<file path="config.mk">
export PLATFORM = sky130hd
export DESIGN_NAME = trg_ack_monitor
export DESIGN_NICKNAME = d
export VERILOG_FILES = /design/src/rtl/trg_mon_pkg.sv /design/src/rtl/trg_ack_sync.sv /design/src/rtl/trg_ack_monitor.sv
export SDC_FILE = /design/constraint.sdc
export NUM_CORES = 1
export LEC_CHECK = 0
export CAP_MARGIN = 30
export CELL_PAD_IN_SITES_DETAIL_PLACEMENT = 1
export CELL_PAD_IN_SITES_GLOBAL_PLACEMENT = 1
export CORE_MARGIN = 2
export CORE_UTILIZATION = 47
export DETAILED_ROUTE_END_ITERATION = 16
export GPL_TIMING_DRIVEN = 1
export MAX_ROUTING_LAYER = met4
export PLACE_DENSITY = 0.78
export RECOVER_POWER = 50
export SETUP_SLACK_MARGIN = 0.02
export SLEW_MARGIN = 20
export SYNTH_ARGS = -nofsm -noshare
export SYNTH_HDL_FRONTEND = slang
export SYNTH_SLANG_ARGS = --single-unit
</file>
<file path="constraint.sdc">
create_clock -name CLK_42MHZ -period 2.7 [get_ports CLK_42MHZ]
set_clock_uncertainty 0.2 [all_clocks]
set_input_delay 0.405 -clock CLK_42MHZ [delete_from_list [all_inputs] [get_ports CLK_42MHZ]]
set_output_delay 0.405 -clock CLK_42MHZ [all_outputs]
set_load 0.02 [all_outputs]
</file>
<file path="src/rtl/trg_mon_pkg.sv">
// rtl/trg_mon_pkg.sv - shared FSM encoding and default constants for the trigger/ack monitor
package trg_mon_pkg;

    localparam int DEF_N_CH    = 12;
    localparam int DEF_TIMEOUT = 255;
    localparam int DEF_CNT_W   = 16;

    typedef enum logic [1:0] {
        ST_IDLE  = 2'd0,
        ST_WAIT  = 2'd1,
        ST_CLOSE = 2'd2
    } trg_mon_state_t;

endpackage

</file>
<file path="src/rtl/trg_ack_sync.sv">
// rtl/trg_ack_sync.sv - per-bit 2-flop synchronizer with registered rising-edge detect
//
// Ports:
//   clk        in   sampling clock
//   rst_n      in   asynchronous active-low reset
//   ack_async  in   WIDTH asynchronous acknowledge lines
//   ack_rise   out  WIDTH one-cycle pulses, one per synchronized rising edge
module trg_ack_sync #(
    parameter int WIDTH = 12
) (
    input  logic             clk,
    input  logic             rst_n,
    input  logic [WIDTH-1:0] ack_async,
    output logic [WIDTH-1:0] ack_rise
);

    logic [WIDTH-1:0] ack_meta;
    logic [WIDTH-1:0] ack_sync;
    logic [WIDTH-1:0] ack_sync_q;

    always_ff @(posedge clk or negedge rst_n) begin
        if (!rst_n) begin
            ack_meta   <= '0;
            ack_sync   <= '0;
            ack_sync_q <= '0;
            ack_rise   <= '0;
        end else begin
            ack_meta   <= ack_async;
            ack_sync   <= ack_meta;
            ack_sync_q <= ack_sync;
            ack_rise   <= ack_sync & ~ack_sync_q;
        end
    end

endmodule

</file>
<file path="src/rtl/trg_ack_monitor.sv">
// rtl/trg_ack_monitor.sv - per-SCROD trigger/acknowledge round monitor with timeouts and miss counters
//
// Optional feature macro: TRG_MON_LATENCY_EN (adds the ACK_LATENCY register and port).
//
// Ports:
//   CLK_42MHZ     in   trigger-domain clock
//   RESET_N       in   asynchronous active-low reset
//   TRG           in   N_CH trigger lines, synchronous
//   ACK           in   N_CH asynchronous acknowledges
//   TRG_MASK      in   N_CH enabled channels, sampled at round start
//   CLEAR         in   synchronous clear of counters, TIMEOUT_MASK, ACK_LATENCY
//   CH_SEL        in   channel select for MISS_COUNT
//   BUSY          out  round in progress (WAIT or CLOSE)
//   EVT_DONE      out  one-cycle round-close pulse
//   EVT_ALL_ACK   out  round closed without timeouts (valid with EVT_DONE)
//   TIMEOUT_MASK  out  channels unacked at the last close
//   TRG_COUNT     out  accepted rounds, wrapping
//   MISS_COUNT    out  registered miss count of channel CH_SEL
//   ACK_LATENCY   out  timer value at the last pending-clearing ACK edge (macro only)
module trg_ack_monitor
    import trg_mon_pkg::*;
#(
    parameter int N_CH    = DEF_N_CH,
    parameter int TIMEOUT = DEF_TIMEOUT,
    parameter int CNT_W   = DEF_CNT_W
) (
    input  logic              CLK_42MHZ,
    input  logic              RESET_N,
    input  logic [N_CH-1:0]   TRG,
    input  logic [N_CH-1:0]   ACK,
    input  logic [N_CH-1:0]   TRG_MASK,
    input  logic              CLEAR,
    input  logic [3:0]        CH_SEL,
    output logic              BUSY,
    output logic              EVT_DONE,
    output logic              EVT_ALL_ACK,
    output logic [N_CH-1:0]   TIMEOUT_MASK,
    output logic [31:0]       TRG_COUNT,
    output logic [CNT_W-1:0]  MISS_COUNT
`ifdef TRG_MON_LATENCY_EN
    ,
    output logic [7:0]        ACK_LATENCY
`endif
);

    localparam logic [7:0]       TIMEOUT_L = 8'(TIMEOUT);
    localparam logic [CNT_W-1:0] CNT_MAX   = '1;

    trg_mon_state_t state, state_nxt;

    logic [N_CH-1:0]  trg_q;
    logic [N_CH-1:0]  trg_rise;
    logic [N_CH-1:0]  ack_rise;
    logic [N_CH-1:0]  pending;
    logic [N_CH-1:0]  pending_cleared;
    logic [7:0]       timer;
    logic             round_start;
    logic [CNT_W-1:0] miss_cnt [N_CH];
    logic [CNT_W-1:0] sel_cnt;

    trg_ack_sync #(
        .WIDTH (N_CH)
    ) u_ack_sync (
        .clk       (CLK_42MHZ),
        .rst_n     (RESET_N),
        .ack_async (ACK),
        .ack_rise  (ack_rise)
    );

    assign trg_rise        = TRG & ~trg_q;
    assign round_start     = (state == ST_IDLE) && ((trg_rise & TRG_MASK) != '0);
    assign pending_cleared = pending & ~ack_rise;

    // State register
    always_ff @(posedge CLK_42MHZ or negedge RESET_N) begin
        if (!RESET_N) begin
            state <= ST_IDLE;
        end else begin
            state <= state_nxt;
        end
    end

    // Next-state logic
    always_comb begin
        state_nxt = state;
        case (state)
            ST_IDLE: begin
                if (round_start) begin
                    state_nxt = ST_WAIT;
                end
            end
            ST_WAIT: begin
                // Close as soon as the last pending bit is about to clear,
                // otherwise when the timer has reached the limit.
                if (pending_cleared == '0 || timer == TIMEOUT_L) begin
                    state_nxt = ST_CLOSE;
                end
            end
            ST_CLOSE: begin
                state_nxt = ST_IDLE;
            end
            default: begin
                state_nxt = ST_IDLE;
            end
        endcase
    end

    // Moore outputs; pending holds its final value through CLOSE
    always_comb begin
        BUSY        = (state == ST_WAIT) || (state == ST_CLOSE);
        EVT_DONE    = (state == ST_CLOSE);
        EVT_ALL_ACK = (state == ST_CLOSE) && (pending == '0);
    end

    // Round datapath: trigger history, pending set and timer
    always_ff @(posedge CLK_42MHZ or negedge RESET_N) begin
        if (!RESET_N) begin
            trg_q   <= '0;
            pending <= '0;
            timer   <= '0;
        end else begin
            trg_q <= TRG;
            if (round_start) begin
                pending <= TRG_MASK;
                timer   <= '0;
            end else if (state == ST_WAIT) begin
                pending <= pending_cleared;
                timer   <= timer + 8'd1;
            end
        end
    end

    always_ff @(posedge CLK_42MHZ or negedge RESET_N) begin
        if (!RESET_N) begin
            TRG_COUNT <= '0;
        end else if (CLEAR) begin
            TRG_COUNT <= '0;
        end else if (round_start) begin
            TRG_COUNT <= TRG_COUNT + 32'd1;
        end
    end

    always_ff @(posedge CLK_42MHZ or negedge RESET_N) begin
        if (!RESET_N) begin
            TIMEOUT_MASK <= '0;
        end else if (CLEAR) begin
            TIMEOUT_MASK <= '0;
        end else if (state == ST_CLOSE) begin
            TIMEOUT_MASK <= pending;
        end
    end

    // Saturating per-channel miss counters, bumped for each channel still pending at close
    always_ff @(posedge CLK_42MHZ or negedge RESET_N) begin
        if (!RESET_N) begin
            for (int i = 0; i < N_CH; i++) begin
                miss_cnt[i] <= '0;
            end
        end else if (CLEAR) begin
            for (int i = 0; i < N_CH; i++) begin
                miss_cnt[i] <= '0;
            end
        end else if (state == ST_CLOSE) begin
            for (int i = 0; i < N_CH; i++) begin
                if (pending[i] && miss_cnt[i] != CNT_MAX) begin
                    miss_cnt[i] <= miss_cnt[i] + CNT_W'(1);
                end
            end
        end
    end

    // Selects outside the channel range read as zero
    always_comb begin
        sel_cnt = '0;
        for (int i = 0; i < N_CH; i++) begin
            if (CH_SEL == 4'(i)) begin
                sel_cnt = miss_cnt[i];
            end
        end
    end

    always_ff @(posedge CLK_42MHZ or negedge RESET_N) begin
        if (!RESET_N) begin
            MISS_COUNT <= '0;
        end else if (CLEAR) begin
            MISS_COUNT <= '0;
        end else begin
            MISS_COUNT <= sel_cnt;
        end
    end

`ifdef TRG_MON_LATENCY_EN
    // Captures the timer on every edge that actually retires a pending bit,
    // so after close it holds the latency of the last acknowledging channel.
    always_ff @(posedge CLK_42MHZ or negedge RESET_N) begin
        if (!RESET_N) begin
            ACK_LATENCY <= '0;
        end else if (CLEAR) begin
            ACK_LATENCY <= '0;
        end else if (state == ST_WAIT && (pending & ack_rise) != '0) begin
            ACK_LATENCY <= timer;
        end
    end
`else
    // Latency tracking is not built in this configuration.
`endif

endmodule

</file>
==> results.md <==
* Run status: finished, final reports clean
* Via count at 14.84k
* Tot GR Track Use at 30.33%
* Peak supply drop at 0.5236 mV
* Yosys top cell area share at 47.95%
* Initial antenna violation count at 3
* Post-DP HPWL at 39580 um
* WL/cell at 22.74 um
* Final Slew Violations at 0
* Most frequent cells after synthesis: 334 x dfrtp_1, 227 x nor2_1, 136 x nand2_1
* P&R area growth vs syn at 18.61%
* RR Endpoint: miss_cnt[171]
* Fmax at 0.3791 GHz
* CTS Buffer Depth at 3
* Post-synth EDFFs at 0
* DR DRC count at 0
* Die area at 38640 um2
* Data arrival time of the worst path at 2.03 ns
* Cell variety after synth at 77
* Total grt overflow at 0
* # IOs at 106
* Type of the worst setup path: flop to output pin
* Post-synthesis sequential area ratio at 47.95%
* CP Launch Type: flop
* Slew @ Worst Pin at 1.278 ns
* Drt pass-1 iters at 5
* Top_reg_cell synth: dfrtp_1
* Clk pwr share at 42.4%
* Pleak at 8.268 nW
* Starting density of the core at 47.72%
* Seq pwr share at 41.2%
* Worst Setup SP: pending[10]
* Register bit total from synthesis at 334
* Power after layout at 13.41 mW
* WL final at 55030 um
* Post-CTS Setup Repair Bufs at 0
* Final hold vios at 0
* Post-Synthesis Cells at 1792
* Share of cells above drive strength 1 at 10.31%
* Vias per inst at 6.132
* Global-route wire length before repair at 89200 um
* R2R setup slack at 0.14 ns
* Gpl congestion at 0.9068
* Slew HR at 14.82%
* CP max FO at 2
* Worst Hold Class: flop to flop
* Largest net degree at the start of global routing at 84
* Maximum Capacitance Violations at 0
* Die Y at 196.6 um
* Cell Area, Synth at 17430 um2
* Final setup fails at 0
* Worst Hold End: u_ack_sync.ack_sync[1]
* Area of the core at 36520 um2
* Vias in the first global route at 15.81k
* Count leader, synth: dfrtp_1
* Period utilization at 97.69%
* Hold Path Cell Cnt at 0
* Worst-path clk slew at 0.06 ns
* Switching portion of total power at 28.72%
* Htree depth at 2
* Reg2Reg Launch Point: state[0]
* Switching Power at 3.850 mW
* Setup total negative slack at 0 ns
* Port bufs at 105
* Largest area contributor in the netlist: dfrtp_1
* Hold Startpoint: u_ack_sync.ack_meta[1]
* Core Rows at 70
* Clock sink count at 334
* Die X at 196.6 um
* Fin nets at 1980
* R2R cell count at 8
* Initial drt markers at 1110
* Critical path required time at 2.10 ns
* Post-synth net total at 1852
* Syn Area/Cell at 9.726 um2
* Power Density at 648.5 nW/um2
* Tmin final at 2.638 ns
* Dominant cells by area after synthesis: dfrtp_1 48%, xnor2_1 5.8%, nor2_1 4.9%
* Combinational Power Share at 16.4%
* CTS Buf Count at 39
* P_int at 9.557 mW
* Fraction of registers with async set/reset at 100.0%
* CTS tree: done
* ANT nets after route at 0
* RSZ-0062 raised after global routing: false
* Worst Setup End Kind: output pin
* Clk_lat worst skew at 0.57 ns
* Yosys warns at 0
* CTS root buf: clkbuf_16
-- through the flow --
stage | instance area [um2] | std cells | worst slack, ns | util (%) | hold slack, ns
detailed placement | 19310 | 2345 | 0.06093 | 52.86 | 0.1363
global route | 20670 | 2420 | 0.02616 | 56.61 | 0.1614
CTS | 20700 | 2417 | 0.05291 | 56.68 | 0.05884
global placement | 19310 | 2345 | 0.1524 | 52.86 | 0.1325
finish | 20670 | 2420 | 0.06237 | 56.61 | 0.1479
floorplan | 17430 | 1792 | 0.06266 | - | -0.09059
-- power groups by stage --
stage | Clock [mW] | Combinational [mW] | Sequential, mW
floorplan | 0 | 1.09 | 5.59
global placement | 0 | 2.13 | 5.59
detailed placement | 0 | 2.21 | 5.60
CTS | 5.80 | 2.22 | 5.52
global route | 5.98 | 2.40 | 5.55
finish | 5.68 | 2.20 | 5.53
-- how the worst max path moves through the flow --
| stage | end | slack [ns] | cells after the start |
|---|---|---|---|
| floorplan | EVT_ALL_ACK | 0.06 | 7 |
| global placement | EVT_ALL_ACK | 0.15 | 3 |
| detailed placement | TRG_COUNT[0] | 0.06 | 7 |
| CTS | EVT_ALL_ACK | 0.05 | 3 |
| global route | miss_cnt[63] | 0.03 | 8 |
| finish | EVT_ALL_ACK | 0.06 | 3 |
-- logic make-up (layout without fill, tap and decap cells) --
family | after synthesis | count (layout) | share of synthesized area, %
simple gates | 799 | 799 | 23.80
mux | 58 | 58 | 4.745
fa+ha+maj | 17 | 17 | 1.220
buf+inv | 127 | 284 | 3.022
xor+xnor | 154 | 154 | 7.739
flops | 334 | 334 | 47.95
other cells | 0 | 3 | 0
compound gates | 303 | 303 | 11.51
-- layer usage --
metal	wire (um)	vias up	GRT usage [%]
met2	27220	399	49.78
met3	2535	125	4.073
li1	-	6736	-
met4	2161	0	12.48
met1	23110	7579	38.16
met5	0	-	-
-- cell type report --
cell class,instances,area [um2]
fillers,4056,15850
flip-flops and latches,334,8358
clock inverters,14,245.2
multi-input cells,1331,8564
clock buffers,56,1130
repair buffers,175,1637
well taps,468,585.6
inverters,39,146.4
diodes,3,7.507
-- registers in the layout, summed over array words and instances (netlist names), 8 cells and up --
| signal | count |
|---|---|
| miss_cnt | 192 |
| TRG_COUNT | 32 |
| MISS_COUNT | 16 |
| TIMEOUT_MASK | 12 |
| pending | 12 |
| trg_q | 12 |
| u_ack_sync.ack_meta | 12 |
| u_ack_sync.ack_rise | 12 |
| u_ack_sync.ack_sync | 12 |
| u_ack_sync.ack_sync_q | 12 |
| timer | 8 |
-- critical path, cell delays in order (launching register included) --
cell     delay [ns]
dfrtp_1        0.39
or4_1          0.55
nor4_2         0.32
buf_4          0.21
-- what timing repair did --
item,in CTS,in global routing
gates cloned,0,0
endpoints found under the hold margin,111,0
hold buffers,2,0
setup endpoints to repair,2,3
resized for setup,7,3
-- cell usage in the layout (no fill, tap or decap), types with 26 or more instances in the layout --
master	count
xor2_1	39
clkdlybuf4s50_1	75
o21ai_0	38
dfrtp_1	334
nand3_1	85
nand2b_1	27
nand2_1	136
dlygate4sd3_1	26
inv_1	39
buf_4	57
clkbuf_16	39
nor3_1	51
a211oi_1	28
a21oi_1	109
nand4_1	70
xnor2_1	115
nor2_1	227
Note: power is estimated with default switching activity, not from simulation.
